$ cat config.mk
export PLATFORM = sky130hd
export DESIGN_NAME = dcache_ctrl
export DESIGN_NICKNAME = d
export VERILOG_FILES = /design/src/rtl/dcache_ctrl.sv
export SDC_FILE = /design/constraint.sdc
export NUM_CORES = 1
export LEC_CHECK = 0
export CAP_MARGIN = 20
export CELL_PAD_IN_SITES_DETAIL_PLACEMENT = 1
export CELL_PAD_IN_SITES_GLOBAL_PLACEMENT = 1
export CORE_MARGIN = 2
export CORE_UTILIZATION = 39
export DETAILED_ROUTE_END_ITERATION = 10
export PLACE_DENSITY = 0.92
export SETUP_SLACK_MARGIN = 0.2
export SYNTH_ARGS = -nofsm -noshare
export SYNTH_HDL_FRONTEND = slang
export SYNTH_SLANG_ARGS = --single-unit
$ cat constraint.sdc
create_clock -name clk -period 14.79 [get_ports clk]
set_clock_uncertainty 0.1 [all_clocks]
set_input_delay 2.958 -clock clk [delete_from_list [all_inputs] [get_ports clk]]
set_output_delay 2.958 -clock clk [all_outputs]
set_load 0.05 [all_outputs]
$ cat src/rtl/dcache_ctrl.sv
// Miss-handling and write-through sequencer for a 2-way set-associative data cache.
// Refills one line per read miss (invalid-first, then LRU victim) and forwards every store to memory.
module dcache_ctrl #(
  parameter int ADDR_WIDTH = 32,
  parameter int DATA_WIDTH = 32,
  parameter int SET_BITS   = 4,
  parameter int WORD_BITS  = 1
) (
  input  logic                  clk,
  input  logic                  rst,
  input  logic                  read_en,
  input  logic                  write_en,
  input  logic [ADDR_WIDTH-1:0] addr,
  input  logic [DATA_WIDTH-1:0] write_data,
  input  logic                  hit,
  input  logic                  hit_way,
  input  logic [1:0]            way_valid,
  output logic                  stall,
  output logic                  cache_wr_en,
  output logic                  refill_en,
  output logic                  refill_way,
  output logic [WORD_BITS-1:0]  refill_word,
  output logic [DATA_WIDTH-1:0] refill_data,
  output logic                  refill_last,
  output logic                  mem_req,
  output logic                  mem_we,
  output logic [ADDR_WIDTH-1:0] mem_addr,
  output logic [DATA_WIDTH-1:0] mem_wdata,
  input  logic                  mem_ack,
  input  logic [DATA_WIDTH-1:0] mem_rdata,
  output logic [31:0]           hit_count,
  output logic [31:0]           miss_count
);

  localparam int OFF_BITS = 2 + WORD_BITS;
  localparam int NUM_SETS = 1 << SET_BITS;
  localparam logic [ADDR_WIDTH-1:0] LINE_MASK = ADDR_WIDTH'((1 << OFF_BITS) - 1);
  localparam logic [ADDR_WIDTH-1:0] BYTE_MASK = ADDR_WIDTH'(3);
  localparam logic [WORD_BITS-1:0]  LAST_BEAT = '1;

  typedef enum logic [1:0] {IDLE, REFILL, WRITE} state_e;

  state_e                state_q, state_d;
  logic [WORD_BITS-1:0]  beat_q, beat_d;
  logic [ADDR_WIDTH-1:0] base_q, base_d;
  logic [ADDR_WIDTH-1:0] wr_addr_q, wr_addr_d;
  logic [DATA_WIDTH-1:0] wr_data_q, wr_data_d;
  logic                  victim_q, victim_d;
  logic [NUM_SETS-1:0]   lru_q, lru_d;
  logic [31:0]           hit_count_q, hit_count_d;
  logic [31:0]           miss_count_q, miss_count_d;

  logic [SET_BITS-1:0]   cpu_set;
  logic [SET_BITS-1:0]   refill_set;
  logic                  victim_sel;

  assign cpu_set    = addr[OFF_BITS +: SET_BITS];
  assign refill_set = base_q[OFF_BITS +: SET_BITS];
  // An empty way is always preferred; LRU only decides between two valid ways.
  assign victim_sel = !way_valid[0] ? 1'b0 :
                      !way_valid[1] ? 1'b1 : lru_q[cpu_set];

  assign refill_way = victim_q;
  assign hit_count  = hit_count_q;
  assign miss_count = miss_count_q;

  always_comb begin
    // NOTE: every signal driven here gets a default first, so no path leaves one unassigned and a latch cannot be inferred.
    state_d      = state_q;
    beat_d       = beat_q;
    base_d       = base_q;
    wr_addr_d    = wr_addr_q;
    wr_data_d    = wr_data_q;
    victim_d     = victim_q;
    lru_d        = lru_q;
    hit_count_d  = hit_count_q;
    miss_count_d = miss_count_q;
    stall        = 1'b0;
    cache_wr_en  = 1'b0;
    refill_en    = 1'b0;
    refill_word  = '0;
    refill_data  = '0;
    refill_last  = 1'b0;
    mem_req      = 1'b0;
    mem_we       = 1'b0;
    mem_addr     = '0;
    mem_wdata    = '0;

    unique case (state_q)
      IDLE: begin
        if (write_en) begin
          stall       = 1'b1;
          cache_wr_en = hit;
          wr_addr_d   = addr & ~BYTE_MASK;
          wr_data_d   = write_data;
          state_d     = WRITE;
        end else if (read_en) begin
          if (hit) begin
            lru_d[cpu_set] = ~hit_way;
            hit_count_d    = hit_count_q + 32'd1;
          end else begin
            stall        = 1'b1;
            miss_count_d = miss_count_q + 32'd1;
            base_d       = addr & ~LINE_MASK;
            victim_d     = victim_sel;
            beat_d       = '0;
            state_d      = REFILL;
          end
        end
      end

      REFILL: begin
        stall    = 1'b1;
        mem_req  = 1'b1;
        mem_addr = base_q | ADDR_WIDTH'({beat_q, 2'b00});
        if (mem_ack) begin
          refill_en   = 1'b1;
          refill_word = beat_q;
          refill_data = mem_rdata;
          if (beat_q == LAST_BEAT) begin
            refill_last       = 1'b1;
            lru_d[refill_set] = ~victim_q;
            beat_d            = '0;
            state_d           = IDLE;
          end else begin
            beat_d = beat_q + WORD_BITS'(1);
          end
        end
      end

      WRITE: begin
        mem_req   = 1'b1;
        mem_we    = 1'b1;
        mem_addr  = wr_addr_q;
        mem_wdata = wr_data_q;
        // Releasing the stall in the ack cycle lets the CPU advance without a bubble.
        stall     = ~mem_ack;
        if (mem_ack) state_d = IDLE;
      end

      default: state_d = IDLE;
    endcase
  end

  // NOTE: state flops use non-blocking assignments so every register samples its pre-edge value.
  always_ff @(posedge clk or posedge rst) begin
    if (rst) begin
      state_q      <= IDLE;
      beat_q       <= '0;
      base_q       <= '0;
      wr_addr_q    <= '0;
      wr_data_q    <= '0;
      victim_q     <= 1'b0;
      // NOTE: the LRU bits are a small flop vector, not a RAM, so they are cleared with the rest of the state.
      lru_q        <= '0;
      hit_count_q  <= '0;
      miss_count_q <= '0;
    end else begin
      state_q      <= state_d;
      beat_q       <= beat_d;
      base_q       <= base_d;
      wr_addr_q    <= wr_addr_d;
      wr_data_q    <= wr_data_d;
      victim_q     <= victim_d;
      lru_q        <= lru_d;
      hit_count_q  <= hit_count_d;
      miss_count_q <= miss_count_d;
    end
  end

endmodule

* After elaboration in Yosys (flattened, before gate mapping) *
Index checks and enable logic that the tools add are counted.

word-level totals
  flip-flop bits (word level) = 175
  bits of input ports = 105
  logic and storage cells = 92

operators by class
  add/sub/neg operators = 3
  $lt $le $gt $ge = 4
  equal/unequal tests = 11
  mux-type cells = 48
  bitwise logic cells = 6
  reductions and logical operators = 11

operator list
  operator               count
  $mux 32                3
  $mux 16                5
  $add 32x1->32 const B  2
  $pmux 32 s2            1
  $bwmux 16              2
  $or 32x3->32           1
  $pmux 16 s2            1
  $mux 1                 24
  $ne 2x2->1 const B     7
  $mux 2                 6
  $lt 4x5->1 const B     2
  $reduce_and 5->1       2
  $demux 1 s4            2
  $ge 4x1->1 const B     2
  $reduce_and 4->1       2
  $ne 3x3->1 const B     2
  $pmux 2 s3             1
  $reduce_and 6->1       1
  $not 1->1              5
  $bmux 1 s4             1
  $pmux 1 s3             1
  $eq 2x1->1 const B     1
  $eq 2x2->1 const B     1
  $logic_and 1x1->1      2
  6 further kinds        6

* Logic depth before layout (Yosys ltp) *
  word-level depth = 9
  mapped depth = 9
  depth with buffers taken out = 7

* Worst setup path before layout *
OpenSTA, ideal clock, no wires.

  kind = input-to-output
  from = input read_en
  to = output stall
  data arrival time = 3.944 ns
  required time = 11.732 ns
  slack = 7.788 ns
  stages on the path = 3
  buffers on the path = 0
  cells stage by stage = nor2b_1 -> o21ai_0 -> a21oi_1

on the way
  cells in the longest elaborated chain, start to end = 3

RTL lines
  item                line  RTL
  start: declaration  11    input logic read_en,
  $mux 1              97    end else if (read_en) begin
  $mux 1              91    if (write_en) begin
  $pmux 1 s3          89    unique case (state_q)
  end: declaration    18    output logic stall,

Every way passes these cells.

* Final worst setup path *
  from = input mem_ack
  to = output stall

on the way
  cells in the longest elaborated chain, start to end = 2

RTL lines
  item                line  RTL
  start: declaration  29    input logic mem_ack,
  $not 1->1           137   stall = ~mem_ack;
  $pmux 1 s3          89

Every way passes these cells.

==> metrics.md <==
| Metric | Value |
|---|---|
| Die ar. | `0.0238 mm²` |
| Hold Vio Cnt, Final | `0` |
| Ports | `273` |
| WL/cell | `20.5 µm` |
| First-pass GRT wire length | `44200 µm` |
| Top_reg_cell synth | `dfrtp_1` |
| Clock transition at path regs | `80 ps` |
| Via count | `7145` |
| Seq cells post-synth | `175` |
| Setup WS pre-CTS | `6290 ps` |
| CTS tree | `done` |
| CTS Buf Count | `17` |
| CTS resizes | `0` |
| Die height | `154 µm` |
| Max Cap Viol | `0` |
| Net total in the final layout | `1146` |
| Worst Path Required | `11730 ps` |
| Crit path cell chain | `clkdlybuf4s50_1 > buf_8 > inv_1 > a21oi_1 > a21oi_1 > clkdlybuf4s50_1` |
| N_diodes | `0` |
| Setup_tns | `0 ps` |
| Pwr Total | `2180 µW` |
| RePlAce Congestion | `0.866` |
| Gate power share | `46.7%` |
| Final period utilization | `55.3%` |
| Final setup fails | `0` |
| # rows | `54` |
| Vias in the first global route | `7702` |
| Crit-path max FO | `22` |
| Slowest cell on crit path | `clkdlybuf4s50_1` |
| Headroom to the max-slew limit | `35.1%` |
| CTS Sinks | `175` |
| CP max stage delay | `860 ps` |
| Setup Fix Bufs, Post-CTS | `0` |
| Max Root-Sink Buffers | `2` |
| Async set-reset flop share out of synthesis | `100%` |
| RSZ-0062 raised after global routing | `no` |
| Largest net degree at the start of global routing | `101` |
| Fin crit period | `8170 ps` |
| Seq/Total Area, Yosys | `49.8%` |
| GRT Total Usage | `23.6%` |
| Area Growth Syn to Fin | `40.1%` |
| Status | `finished, final reports clean` |
| Routed Antenna Nets | `0` |
| Cell Pwr Density | `177 mW/mm²` |
| CP arrival | `5120 ps` |
| GRT Residual Overflow | `0` |
| Net Sw Power | `926 µW` |
| Synth Warn # | `0` |
| Max Freq | `122 MHz` |
| Int Power | `1260 µW` |
| Final Slew Violations | `0` |
| Slew @ Worst Pin | `973 ps` |
| Initial antenna violation count | `0` |
| Core box area | `0.0220 mm²` |
| Clock latency on the worst-skew pair | `440 ps` |
| Worst vdd ir | `0.000123 V` |
| Mapped cell area | `0.00879 mm²` |
| Reg2Reg Depth | `7` |
| DRC viols | `0` |
| CP startpoint kind | `primary input` |
| TritonRoute pass-1 iters | `4` |
| Synth top area cells | `dfrtp_1, mux2_2, xnor2_1` |
| Crit path capture type | `primary output` |
| Post-Route WL | `27100 µm` |
| Worst hold path cell count | `1` |
| Syn Inst Count | `787` |
| HP Class | `register to register` |
| Detailed Route Iter0 Violations | `361` |
| PortBufs | `268` |
| Syn_area_per_cell | `11.2 µm²` |
| Fraction of layout cells with a size suffix above 1 | `16.5%` |
| Clock root buffer master | `clkbuf_16` |
| Setup WS post-layout | `6620 ps` |
| Final HPWL DP | `19500 µm` |
| CP Class | `primary input to primary output` |
| Initial Util | `40.0%` |
| Area leader, netlist | `dfrtp_1` |
| EDFF count, synth | `0` |
| Leak Pwr | `0.00513 µW` |
| Share of power burned in registers | `33.2%` |
| Post-Route Hold Slack | `383 ps` |
| Clk pwr share | `20.1%` |
| Hold buffer count at CTS | `0` |
| Vias/cell | `5.39` |
| R2R setup slack | `12100 ps` |
| H-tree depth | `4` |
| Unique masters post-synth | `51` |
| Sw frac | `42.4%` |
| Synth top area share | `49.8%` |
| DIE WIDTH | `154 µm` |
-- power groups by stage --
stage	sequential, µW	combinational (µW)	clock [µW]
global placement	718	980	0
floorplan	736	663	0
CTS	726	1010	452
global route	745	1080	473
detailed placement	734	1010	0
finish	725	1020	439
-- kinds of logic after synthesis --
kind of cell / count (synthesis) / share of synthesized area (%)
xor+xnor: 62 / 6.18
mux: 119 / 15.6
buf+inv: 60 / 2.86
simple gates: 290 / 18.8
fa+ha+maj: 8 / 1.14
compound gates: 72 / 5.61
flops: 175 / 49.8
other cells: 1 / 0.0427
-- cell usage in the layout, fill, tap and decap left out, drive strengths merged, types with 9 or more instances in the layout --
cell / netlist / routed
a22oi: 31 / 31
a31oi: 18 / 18
and2: 38 / 38
and3: 40 / 40
buf: 11 / 9
clkbuf: 40 / 17
clkdlybuf4s50: 0 / 268
dfrtp: 175 / 175
inv: 9 / 15
mux2: 111 / 111
nand2: 45 / 45
nand2b: 10 / 10
nand3: 19 / 19
nand4: 15 / 15
nor2: 37 / 37
nor2b: 37 / 37
nor3: 21 / 21
nor4: 10 / 10
o22ai: 16 / 16
xnor2: 39 / 39
xor2: 23 / 23
-- flip-flops by register name, summed over array words and instances, names as in the netlist, 2 cells and up --
register    count
wr_data_q      32
base_q         29
wr_addr_q      30
state_q         2
hit_count      32
miss_count     32
lru_q          16
-- final cells by class --
cell class / instances / area [µm²]
fill: 2298 / 9640
sequential: 175 / 4380
multi-input combinational: 553 / 4190
timing repair buffer: 277 / 2790
clock buffer: 17 / 425
tap: 280 / 350
clock inverter: 15 / 148
inverter: 9 / 38.8
-- worst max-delay path, delay by kind of cell --
kind	cells	cell delay (ps)
buffers and inverters	4	1890
AO/OA/AOI/OAI	2	250
-- routing by layer --
layer | routed length (µm) | part of all wire [%] | GRT usage, %
met1 | 11300 | 42 | 29.4
met2 | 13900 | 51 | 41.0
met3 | 1560 | 5.7 | 5.64
met4 | 382 | 1.4 | 6.28
met5 | 0 | 0 | 0
-- Yosys cell counts, drive strengths merged (5+ instances only) --
library cell  instances
a22oi                31
a31oi                18
and2                 38
and3                 40
and4                  5
buf                  11
clkbuf               40
dfrtp               175
ha                    8
inv                   9
mux2                111
mux2i                 5
nand2                45
nand2b               10
nand3                19
nand4                15
nor2                 37
nor2b                37
nor3                 21
nor4                 10
o22ai                16
xnor2                39
xor2                 23
-- stage by stage --
step / std cells / util (%) / instance area (µm²)
floorplan: 788 / - / 8800
global placement: 1291 / 53.2 / 11700
detailed placement: 1291 / 53.2 / 11700
CTS: 1323 / 55.8 / 12300
global route: 1326 / 56.1 / 12300
finish: 1326 / 56.1 / 12300
-- final timing paths --
path | start | to
worst max-delay path | mem_ack | stall
worst min-delay path | hit_count[31] | hit_count[31]
worst max register to register | state_q[0] | hit_count[29]
worst min register to register | hit_count[31] | hit_count[31]
max in group asynchronous | rst | wr_addr_q[28]
min in group asynchronous | rst | hit_count[21]
Note: power is estimated with default switching activity, not from simulation.
